### src/rtl/notch_coef_ctrl_if.sv
// rtl/notch_coef_ctrl_if.sv - host configuration bus for the notch coefficient controller
interface notch_coef_ctrl_if #(
    parameter int W = 24
);
    logic                cfg_wr;
    logic [1:0]          cfg_addr;
    logic signed [W-1:0] cfg_wdata;
    logic                cfg_busy;
    logic                cfg_err;

    modport master (
        output cfg_wr, cfg_addr, cfg_wdata,
        input  cfg_busy, cfg_err
    );

    modport slave (
        input  cfg_wr, cfg_addr, cfg_wdata,
        output cfg_busy, cfg_err
    );
endinterface

### src/rtl/notch_coef_ctrl.sv
// rtl/notch_coef_ctrl.sv - shadowed, stability-checked, gliding b1/a1/a2 coefficient controller
module notch_coef_ctrl #(
    parameter int W         = 24,
    parameter int FRAC      = 12,
    parameter int RAMP_LOG2 = 2
) (
    input  logic                clk,
    input  logic                rst,
    notch_coef_ctrl_if.slave    cfg,
    input  logic                din_valid,
    output logic signed [W-1:0] b1,
    output logic signed [W-1:0] a1,
    output logic signed [W-1:0] a2,
    output logic                bypass,
    output logic                ramp_active
);
    localparam int CW = (RAMP_LOG2 > 0) ? RAMP_LOG2 : 1;
    localparam logic [CW-1:0] LAST = CW'((1 << RAMP_LOG2) - 1);
    localparam logic signed [W+1:0] ONE = {{(W+1-FRAC){1'b0}}, 1'b1, {FRAC{1'b0}}};

    typedef enum logic [1:0] {IDLE, PEND, RAMP} state_t;

    state_t              state;
    logic signed [W-1:0] sh_b1, sh_a1, sh_a2;
    logic signed [W:0]   dl_b1, dl_a1, dl_a2;
    logic [CW-1:0]       cnt;
    logic                byp_pend;
    logic                busy_q;
    logic                err_q;

    logic                wr_shadow, wr_ctrl, commit, err_set, err_clr, stable;
    logic signed [W+1:0] a1_x, a2_x, a1_abs;

    assign cfg.cfg_busy = busy_q;
    assign cfg.cfg_err  = err_q;

    // Per-coefficient step: magnitude shifted so the glide never overshoots the target.
    function automatic logic signed [W:0] glide_step(input logic signed [W-1:0] tgt,
                                                     input logic signed [W-1:0] cur);
        logic signed [W:0] d;
        logic [W:0]        mag;
        d   = {tgt[W-1], tgt} - {cur[W-1], cur};
        mag = d[W] ? -d : d;
        mag = mag >> RAMP_LOG2;
        return d[W] ? -$signed(mag) : $signed(mag);
    endfunction

    function automatic logic signed [W-1:0] step_add(input logic signed [W-1:0] cur,
                                                     input logic signed [W:0]   dl);
        logic signed [W:0] sum;
        sum = {cur[W-1], cur} + dl;
        return sum[W-1:0];
    endfunction

    always_comb begin
        wr_shadow = cfg.cfg_wr && (cfg.cfg_addr != 2'd3);
        wr_ctrl   = cfg.cfg_wr && (cfg.cfg_addr == 2'd3);
        commit    = wr_ctrl && cfg.cfg_wdata[0];
        a1_x      = {{2{sh_a1[W-1]}}, sh_a1};
        a2_x      = {{2{sh_a2[W-1]}}, sh_a2};
        a1_abs    = a1_x[W+1] ? -a1_x : a1_x;
        stable    = !a2_x[W+1] && (a2_x < ONE) && (a1_abs < (ONE + a2_x));
        err_set   = (wr_shadow && busy_q) || (commit && (busy_q || !stable));
        err_clr   = wr_ctrl && cfg.cfg_wdata[2];
    end

    always_ff @(posedge clk) begin
        if (rst) begin
            state       <= IDLE;
            sh_b1       <= '0;
            sh_a1       <= '0;
            sh_a2       <= '0;
            dl_b1       <= '0;
            dl_a1       <= '0;
            dl_a2       <= '0;
            cnt         <= '0;
            b1          <= '0;
            a1          <= '0;
            a2          <= '0;
            byp_pend    <= 1'b1;
            bypass      <= 1'b1;
            busy_q      <= 1'b0;
            err_q       <= 1'b0;
            ramp_active <= 1'b0;
        end else begin
            if (wr_shadow && !busy_q) begin
                case (cfg.cfg_addr)
                    2'd0:    sh_b1 <= cfg.cfg_wdata;
                    2'd1:    sh_a1 <= cfg.cfg_wdata;
                    default: sh_a2 <= cfg.cfg_wdata;
                endcase
            end
            if (wr_ctrl)
                byp_pend <= cfg.cfg_wdata[1];
            if (din_valid)
                bypass <= byp_pend;
            // A new error wins over a clear arriving in the same cycle.
            if (err_set)
                err_q <= 1'b1;
            else if (err_clr)
                err_q <= 1'b0;

            case (state)
                IDLE: begin
                    if (commit && stable) begin
                        state  <= PEND;
                        busy_q <= 1'b1;
                    end
                end
                PEND: begin
                    if (din_valid) begin
                        dl_b1       <= glide_step(sh_b1, b1);
                        dl_a1       <= glide_step(sh_a1, a1);
                        dl_a2       <= glide_step(sh_a2, a2);
                        cnt         <= '0;
                        state       <= RAMP;
                        ramp_active <= 1'b1;
                    end
                end
                RAMP: begin
                    if (din_valid) begin
                        if (cnt == LAST) begin
                            b1          <= sh_b1;
                            a1          <= sh_a1;
                            a2          <= sh_a2;
                            state       <= IDLE;
                            busy_q      <= 1'b0;
                            ramp_active <= 1'b0;
                        end else begin
                            b1  <= step_add(b1, dl_b1);
                            a1  <= step_add(a1, dl_a1);
                            a2  <= step_add(a2, dl_a2);
                            cnt <= cnt + CW'(1);
                        end
                    end
                end
                default: begin
                    state       <= IDLE;
                    busy_q      <= 1'b0;
                    ramp_active <= 1'b0;
                end
            endcase
        end
    end
endmodule

### src/flat_wrapper.sv
// flat-port wrapper written by rule: the top's interface ports become plain ports
module notch_coef_ctrl_flat 
#(
    parameter int W         = 24,
    parameter int FRAC      = 12,
    parameter int RAMP_LOG2 = 2
)
  (clk, rst, din_valid, b1, a1, a2, bypass, ramp_active, cfg_cfg_wr, cfg_cfg_addr, cfg_cfg_wdata, cfg_cfg_busy, cfg_cfg_err);
  notch_coef_ctrl_if #(.W(W)) cfg_i ();
  input  logic clk;
  input  logic rst;
  input  logic din_valid;
  output logic signed [W-1:0] b1;
  output logic signed [W-1:0] a1;
  output logic signed [W-1:0] a2;
  output logic bypass;
  output logic ramp_active;
  input wire logic [$bits(cfg_i.cfg_wr)-1:0] cfg_cfg_wr;
  input wire logic [$bits(cfg_i.cfg_addr)-1:0] cfg_cfg_addr;
  input wire logic [$bits(cfg_i.cfg_wdata)-1:0] cfg_cfg_wdata;
  output wire logic [$bits(cfg_i.cfg_busy)-1:0] cfg_cfg_busy;
  output wire logic [$bits(cfg_i.cfg_err)-1:0] cfg_cfg_err;
  assign cfg_i.cfg_wr = cfg_cfg_wr;
  assign cfg_i.cfg_addr = cfg_cfg_addr;
  assign cfg_i.cfg_wdata = cfg_cfg_wdata;
  assign cfg_cfg_busy = cfg_i.cfg_busy;
  assign cfg_cfg_err = cfg_i.cfg_err;
  notch_coef_ctrl #(.W(W), .FRAC(FRAC), .RAMP_LOG2(RAMP_LOG2)) u_core (.clk(clk), .rst(rst), .cfg(cfg_i), .din_valid(din_valid), .b1(b1), .a1(a1), .a2(a2), .bypass(bypass), .ramp_active(ramp_active));
endmodule
### config.mk
export PLATFORM = sky130hd
export DESIGN_NAME = notch_coef_ctrl_flat
export DESIGN_NICKNAME = d
export VERILOG_FILES = /design/src/rtl/notch_coef_ctrl_if.sv /design/src/rtl/notch_coef_ctrl.sv /design/src/flat_wrapper.sv
export SDC_FILE = /design/constraint.sdc
export NUM_CORES = 1
export LEC_CHECK = 0
export ABC_AREA = 1
export CAP_MARGIN = 0
export CORE_ASPECT_RATIO = 0.6
export CORE_MARGIN = 2
export CORE_UTILIZATION = 58
export DETAILED_ROUTE_END_ITERATION = 10
export PLACE_DENSITY = 0.77
export SYNTH_ARGS = -nofsm -noshare
export SYNTH_HDL_FRONTEND = slang
export SYNTH_SLANG_ARGS = --single-unit
### constraint.sdc
create_clock -name clk -period 9 [get_ports clk]
set_clock_uncertainty 0.05 [all_clocks]
set_input_delay 1.8 -clock clk [delete_from_list [all_inputs] [get_ports clk]]
set_output_delay 1.8 -clock clk [all_outputs]
set_load 0.01 [all_outputs]
* Word-level counts from Yosys, hierarchy flattened
Index checks and enable logic that the tools add are counted.
Word-level totals: bits of input ports 30, word-level logic and storage cells 103, output and inout bits 76, register bits 225
Cells by class: reduce and logical (&&, ||, !) cells 29, $lt $le $gt $ge 2, $add $sub $neg 15, bitwise gates (word level) 3, muxes and demuxes 27, equal/unequal tests 11
Operator list (number):
- 2-to-1 mux 24 bit | 6
- 2-to-1 mux 25 bit | 3
- negation 25 bit | 3
- subtractor 24 x 24 -> 25 bit | 3
- adder 24 bit | 3
- negation 23 -> 24 bit | 3
- less-than comparator 26 bit | 1
- 2-to-1 mux 26 bit | 1
- negation 24 -> 26 bit | 1
- adder 14 x 24 -> 25 bit, first input constant | 1
- less-than comparator 24 x 14 -> 1 bit, second input constant | 1
- AND reduction 4 bit | 4
- 2-to-1 mux 2 bit | 7
- logical AND 1 bit | 10
- AND reduction 2 bit | 5
- != test 2 bit, second input constant | 4
- == test 2 bit, second input constant | 3
- 2-to-1 mux 1 bit | 6
- case mux 1 bit (3 select lines) | 2
- case mux 2 bit (3 select lines) | 1
- == test 2 x 1 -> 1 bit, second input constant | 2
- logical NOT 2 bit | 2
- != test 2 x 1 -> 1 bit, second input constant | 2
- case mux 2 bit (2 select lines) | 1
- 6 further kinds | 12

* Depth between registers and ports, before layout
Gate-level depths: netlist of the first run.
depth in word-level cells 9, mapped depth 29, gate-level depth less buffers 28

* Worst setup path before layout of the first run
No wires, ideal clock.
path kind register to register, start point register u_core.sh_a1[0], end point register u_core.busy_q (netlist: u_core.cfg.cfg_busy), required time 8818 ps, slack 5596 ps, arrival 3222 ps, cell stages (with the launch flop) 25, period minus slack after synthesis 3404 ps, buffers on the path 0, library setup time 132 ps, path through dfxtp_1 > nor3_1 > nand2_1 > nor3_1 > nand3_1 > nor3_1 > nand2_1 > nor3_1 > inv_1 > nor3_1 > nand2_1 > o31ai_1 > xor2_1 > ha_1 > a21oi_1 > o21ai_0 > a21oi_1 > o21ai_0 > xnor2_1 > inv_1 > nand3_1 > nand2_1 > o211ai_1 > nand2_1 > a21oi_1
On the way: cells in the longest elaborated chain, start to end 7
RTL lines:
- start, declared | line notch_coef_ctrl.sv:24 | logic signed [W-1:0] sh_b1, sh_a1, sh_a2;
- start signal, assigned | line notch_coef_ctrl.sv:89 | 2'd1: sh_a1 <= cfg.cfg_wdata;
- negation 24 -> 26 bit | line notch_coef_ctrl.sv:61 | a1_abs = a1_x[W+1] ? -a1_x : a1_x;
- 2-to-1 mux 26 bit (*) | line notch_coef_ctrl.sv:61
- less-than comparator 26 bit (*) | line notch_coef_ctrl.sv:62 | stable = !a2_x[W+1] && (a2_x < ONE) && (a1_abs < (ONE + a2_x));
- logical AND 1 bit (*) | line notch_coef_ctrl.sv:62
- logical AND 1 bit (*) | line notch_coef_ctrl.sv:105 | if (commit && stable) begin
- != test 2 x 1 -> 1 bit (no line) (*)
- AND reduction 4 bit (no line) (*)
- end signal, assigned | line notch_coef_ctrl.sv:82 | busy_q <= 1'b0;
- end signal, assigned | line notch_coef_ctrl.sv:107 | busy_q <= 1'b1;
- end signal, assigned | line notch_coef_ctrl.sv:127 | busy_q <= 1'b0;
- end, declared | line notch_coef_ctrl.sv:28 | logic busy_q;
Every way passes the cells marked *; elsewhere a longest branch is shown, timed or not. A chain may end at the register's enable or synchronous reset.

* Worst setup path in the final report of the first run
start point register u_core.sh_a1[2], end point register u_core.busy_q (netlist: u_core.cfg.cfg_busy)
The elaborated chain is that of the path after synthesis.

==> results.md, run 1 <==
- Status: finished, final reports clean
- Mean Syn Cell Area: 5.96 um2
- Internal Pwr Total: 2.20 mW
- Sw frac: 46.0%
- Fmax: 0.212 GHz
- Total global-route track usage: 41.2%
- RSZ-0062 raised after global routing: false
- Crit path required time: 9.36 ns
- Clock root buffer: clkbuf_16
- Register Area: 4500 um2
- Clock power frac: 26.6%
- Register-to-Register Path Depth: 24
- Reg clk slew, reported paths: 0.07 ns
- RR Startpoint: u_core.sh_a1[2]
- Yosys top cell by area: dfxtp_1
- Initial antenna violation count: 6
- Synth cell count leaders: nand2_1, inv_1, a21oi_1, nor2_1, o21ai_0
- Final setup fails: 0
- Area after DPL: 23400 um2
- Top-count cell post-synth: nand2_1
- Wirelength per Cell: 19.7 um
- CP Buf/Inv Count: 2
- WP data arrival: 5.08 ns
- CTS tree: yes
- CP max stage delay: 0.50 ns
- Design area: 24300 um2
- Synth top area share: 20.4%
- FF-to-FF End: u_core.cfg.cfg_busy
- Max rail drop VDD: 0.131 mV
- PwrDens: 168 nW/um2
- Flip-flop and latch count after synthesis: 225
- Seq/Total Area, Yosys: 20.4%
- Detailed placement HPWL: 66500 um
- Max-slew violations: 0
- GRT overflow: 0
- R2R Setup Slk: 4.28 ns
- Vias in the first global route: 22800
- CP endpoint kind: flip-flop
- Synth top area cells: dfxtp_1, nand2_1, ha_1
- Synth warn: 0
- Largest net degree at the start of global routing: 118
- # hold bufs at CTS: 0
- WS Path Type: reg -> reg
- Port buffer count: 105
- CORE AREA: 37600 um2
- Mapped Cells: 3700
- Nets: 3954
- Logic pwr share: 47.7%
- Antenna viol nets, final: 0
- Worst-Skew Late Latency: 0.56 ns
- Setup TNS Final: 0 ns
- Synth Flop Type: dfxtp_1
- Die area: 39700 um2
- Num rows: 55
- Endpoints failing hold: 0
- Lkg Pwr: 12.3 nW
- Depth of the CTS H-tree: 1
- Worst-path fanout max: 5
- Max Cap Viol: 0
- Hold endpoint: u_core.ramp_active
- Clk buf depth: 3
- Vias per cell: 6.02
- Via count: 25800
- CTS Buf Count: 25
- CP Cell Sequence: nor3_1 -> nand2_1 -> nor3_1 -> nand3_1 -> nor3_1 -> nand2_1 -> nor3_1 -> inv_1 -> nor3_1 -> nand2_1 -> o31ai_1 -> xor2_1 -> ha_1 -> a21oi_1 -> o21ai_0 -> a21oi_1 -> o21ai_0 -> xnor2_1 -> inv_1 -> nand3_1 -> nand2_1 -> o211ai_1 -> nand2_1 -> a21oi_1
- First DRT Iteration DRCs: 3579
- Post-synth EDFFs: 0
- Initial Utilization: 58.7%
- Hold Crit Class: reg -> reg
- Period Utilization, post-route: 52.4%
- Layout Area Growth over Synthesis: 10.1%
- Worst slew pin tran: 1.31 ns
- Die width: 256 um
- Max-Slew Margin vs Limit: 12.3%
- Fill cells: 3630
- Initial DRT Pass Iterations: 8
- Share of cells above drive strength 1: 4.57%
- Chip height: 155 um
- Critical path launch point type: flip-flop
- Slowest CP cell: nor3_1
- Post-synth design cell area: 22100 um2
- Flop pwr share: 25.7%
- Min-delay src: u_core.ramp_active
- Final Critical Period: 4.72 ns
- Top delay family on crit path: simple AND/OR/NAND/NOR gates
- Io pins: 106
- First-pass GRT wire length: 129000 um
- Area taken by multi-input logic gates: 15200 um2
- Post-CTS setup buffers: 0
- Hold Path Cell Cnt: 2
- Clock sinks: 225
- Ys async rst share: 0%
- Yosys cell types: 51
- Gpl congestion: 1.05
- Net Sw Power: 1.87 mW
- Resize count post-CTS: 0
- # DRC: 0
- Final wirelength: 84300 um
worst min-delay path: cells and delay by family, from the launching register on:
kind	cells	cell delay, ns
flops	1	0.32
simple gates	1	0.06
compound gates	1	0.05
layout by cell type (no fill, tap or decap), types with 7 or more instances in the layout:
master	instances
o211ai_1	24
nand2_2	24
buf_4	14
o21ai_0	259
o21ai_2	8
o21bai_1	14
nor4_1	11
clkbuf_16	25
ha_1	172
o21ai_1	21
a21oi_1	368
nand2_4	9
inv_1	483
nand4_1	43
clkbuf_8	7
inv_2	18
nand3b_1	22
nor3_1	39
a31oi_1	10
a221oi_1	9
o221ai_1	10
xnor2_1	50
o21a_1	16
nand3_1	253
xor2_1	67
nor2_2	17
dfxtp_1	225
nor2_4	9
clkdlybuf4s50_1	104
nand2_1	1043
nand3_2	11
nor2_1	313
layout make-up:
type	count	share of cell area, %
Antenna cell	6	0.0618
Clock buffer	36	3.03
Clock inverter	8	0.397
Inverter	505	7.83
Multi-Input combinational cell	2869	62.8
Sequential cell	225	18.5
Tap cell	513	2.64
Timing Repair Buffer	119	4.74
kinds of logic (layout without fill, tap and decap cells):
family / Yosys count / after routing / synth area share, %
AO/OA/AOI/OAI: 761 / 761 / 18.7
other: 1 / 8 / 0.0170
adder cells (fa/ha/maj): 179 / 179 / 10.4
buffers and inverters: 607 / 668 / 10.6
XOR/XNOR: 120 / 120 / 4.87
flip-flops: 225 / 225 / 20.4
AND/OR/NAND/NOR: 1807 / 1807 / 35.1
how the worst max path moves through the flow:
stage,startpoint,end,cells past startpoint
finish,u_core.sh_a1[2],u_core.cfg.cfg_busy,24
global placement,cfg_cfg_addr[1],u_core.sh_a1[1],9
detailed placement,cfg_cfg_addr[1],u_core.sh_a1[14],9
global route,u_core.sh_a1[2],u_core.cfg.cfg_busy,24
CTS,u_core.sh_a2[0],u_core.dl_a2[16],25
floorplan,u_core.sh_a1[0],u_core.cfg.cfg_busy,24
power groups by stage:
stage                     Combinational [mW]  Clock (mW)  Sequential [mW]
final                                   1.94        1.08             1.05
after global routing                    2.13        1.12             1.05
after CTS                               1.85        1.08             1.04
after detailed placement                1.83           0             1.07
after global placement                  1.79           0             1.06
after floorplan                         1.40           0             1.05
layer usage:
metal  track usage, %  wire length [um]  vias up
met3             15.7             14100      132
met4             8.10              1580        4
met1             62.6             38300    11800
met5             1.81               113        -
li1                 -                 -    12200
met2             53.4             30200     1687
through the flow:
stage	util (%)	worst slack [ns]	hold slack, ns	power [mW]	cells
after global routing	64.6	3.91	0.455	4.29	4275
after global placement	62.4	4.29	0.404	2.86	4231
after floorplan	-	5.60	0.383	2.45	3701
final	64.6	4.28	0.423	4.07	4281
after detailed placement	62.4	4.28	0.409	2.90	4231
after CTS	64.6	4.45	0.425	3.97	4275
Power figures use the tool's default switching activity.
==> run 2: changes to the inputs <==
CORE_UTILIZATION = 57   (was 58)
PLACE_DENSITY = 0.79   (was 0.77)
clock period = 4.29 ns   (was 9 ns; I/O delays follow)
==> run 2 against run 1 <==
- die area grew 1.7%
- core utilization up 0.39 points
- register-to-register slack worse by 4.0 ns
- routed wire length decreased by 8.0%
- combinational power grew 110%
- via count shrank 3.8%
- critical endpoint is now u_core.dl_b1[12]
- clock power increased by 100%
- setup slack got worse by 4.0 ns
- sequential share of layout area is 0.28 points lower
- cell count increased by 0.72%
- sequential cell count unchanged
- global-route usage decreased by 3.5 points
==> results.md, run 2 (synthesis gave the netlist of run 1 again) <==
- Total global-route track usage: 37.6%
- Area after DPL: 23700 um2
- Wirelength per Cell: 18.0 um
- Nets: 3990
- Num rows: 55
- Design area: 24700 um2
- Max-Slew Margin vs Limit: 25.7%
- Final setup fails: 0
- Via count: 24800
- Vias in the first global route: 21400
- Port buffer count: 105
- Most frequent cells in the layout: nand2_1, inv_1, a21oi_1
- Antenna viol nets, final: 0
- Gpl congestion: 1.04
- Worst setup margin: 0.250 ns
- Final Critical Period: 4.04 ns
- Die area: 40300 um2
- Lkg Pwr: 12.5 nW
- Share of cells above drive strength 1: 5.87%
- Met2 GRT Util: 47.9%
- # DRC: 0
- First-pass GRT wire length: 120000 um
- Top delay family on crit path: simple AND/OR/NAND/NOR gates
- Met3 usage: 13.4%
- # hold bufs at CTS: 0
- WP data arrival: 4.42 ns
- Layout Area Growth over Synthesis: 11.8%
- Gr busiest metal: met1
- Largest net degree at the start of global routing: 78
- WS Path Type: reg -> reg
- Hold Crit Class: reg -> reg
- Io pins: 106
- Initial antenna violation count: 0
- Endpoints failing hold: 0
- CP Buf/Inv Count: 3
- Clock root buffer: clkbuf_16
- Crit-path most repeated cell: nand2_1
- Most common cell after layout, fill and taps aside: nand2_1
- Detailed placement HPWL: 61400 um
- Final wirelength: 77600 um
- Dpl ws: 0.233 ns
- Vias per cell: 5.75
- Max rail drop VDD: 0.335 mV
- CTS tree: yes
- First DRT Iteration DRCs: 3264
- Final Total Pwr: 8.43 mW
- Worst slew pin tran: 1.12 ns
- CTS Buf Count: 23
- GRT overflow: 0
- Critical path launch point type: flip-flop
- Chip height: 156 um
- Reg clk slew, reported paths: 0.07 ns
- Initial DRT Pass Iterations: 6
- Max Cap Viol: 0
- Period Utilization, post-route: 94.2%
- Clk buf depth: 3
- Die width: 258 um
- CP endpoint kind: flip-flop
- Clock sinks: 225
- PwrDens: 342 nW/um2
- Fmax: 0.248 GHz
- Slowest CP cell: xnor2_1
- Worst-Skew Late Latency: 0.57 ns
- Final Util: 65.0%
- Status: finished, final reports clean
- Initial Utilization: 58.2%
- CP max stage delay: 0.48 ns
- Final hold slack: 0.430 ns
- Worst-path fanout max: 9
- CORE AREA: 37900 um2
- Max-slew violations: 0
- Grt met1 use: 58.9%
- Crit path required time: 4.67 ns
- Depth of the CTS H-tree: 1
==> run 2: cell count changes in the layout (fill, tap and decap cells not counted), moves of 4 or more <==
cell,before,now
buf_4,14,45
clkinv_4,0,4
diode_2,6,1
nor3_1,39,34
nor3_2,0,5
==> run 2: what timing repair did <==
action                     in CTS  in global routing
setup buffers                   0                  4
resized for setup               0                 20
setup endpoints to repair       0                 34
==> run 2: worst paths after layout <==
path                                  startpoint               end  cells past startpoint  slack [ns]
worst max-delay path             u_core.sh_b1[0]  u_core.dl_b1[12]                     25        0.25
worst min-delay path            u_core.dl_a1[22]  u_core.dl_a1[22]                      2        0.43
worst max register to register   u_core.sh_b1[0]  u_core.dl_b1[12]                     25        0.25
worst min register to register  u_core.dl_a1[22]  u_core.dl_a1[22]                      2        0.43
==> run 2: metal layers <==
| layer | vias up | share of wire (%) |
|---|---|---|
| met5 | - | 0 |
| met4 | 0 | 1.6 |
| met3 | 92 | 15 |
| met2 | 1296 | 35 |
| met1 | 11200 | 48 |
| li1 | 12300 | - |
==> run 2: metrics by stage <==
step / setup TNS (ns) / instances
final: 0 / 4312
after floorplan: 0 / 3701
after CTS: 0 / 4306
after global placement: 0 / 4264
after detailed placement: 0 / 4264
after global routing: -0.0803 / 4311
==> run 2: layout make-up <==
| cell class | count | area (um2) |
|---|---|---|
| clock buffers | 30 | 642 |
| flip-flops and latches | 225 | 4500 |
| inverters | 505 | 1900 |
| repair buffers | 157 | 1520 |
| multi-input cells | 2869 | 15300 |
| diodes | 1 | 2.50 |
| well taps | 513 | 642 |
| clock inverters | 12 | 138 |
| fillers | 3606 | 13300 |
==> run 2: power breakdown <==
part	switching [mW]	total, mW	leakage, nW	internal, mW
combinational	2.81	4.07	10.3	1.26
sequential	0.0522	2.18	1.82	2.13
clock	0.989	2.18	0.378	1.19
total	3.85	8.43	12.5	4.58
==> run 2: worst register-to-register path, cell delays in order, from the launching register on <==
cell	delay (ns)
dfxtp_1	0.35
inv_1	0.06
ha_1	0.21
fa_1	0.41
inv_2	0.10
nand3_1	0.10
nand2_2	0.17
nand2_1	0.09
nand2_1	0.09
nand2_1	0.07
nand2_1	0.09
nand2_2	0.07
nand2_1	0.09
nand2_2	0.15
nand2_8	0.16
nand2_1	0.11
xor2_2	0.19
ha_1	0.22
nand3_1	0.16
inv_1	0.06
nand2_1	0.07
nor2_1	0.05
nand2_1	0.12
nand2_1	0.10
xnor2_1	0.48
a21oi_1	0.13
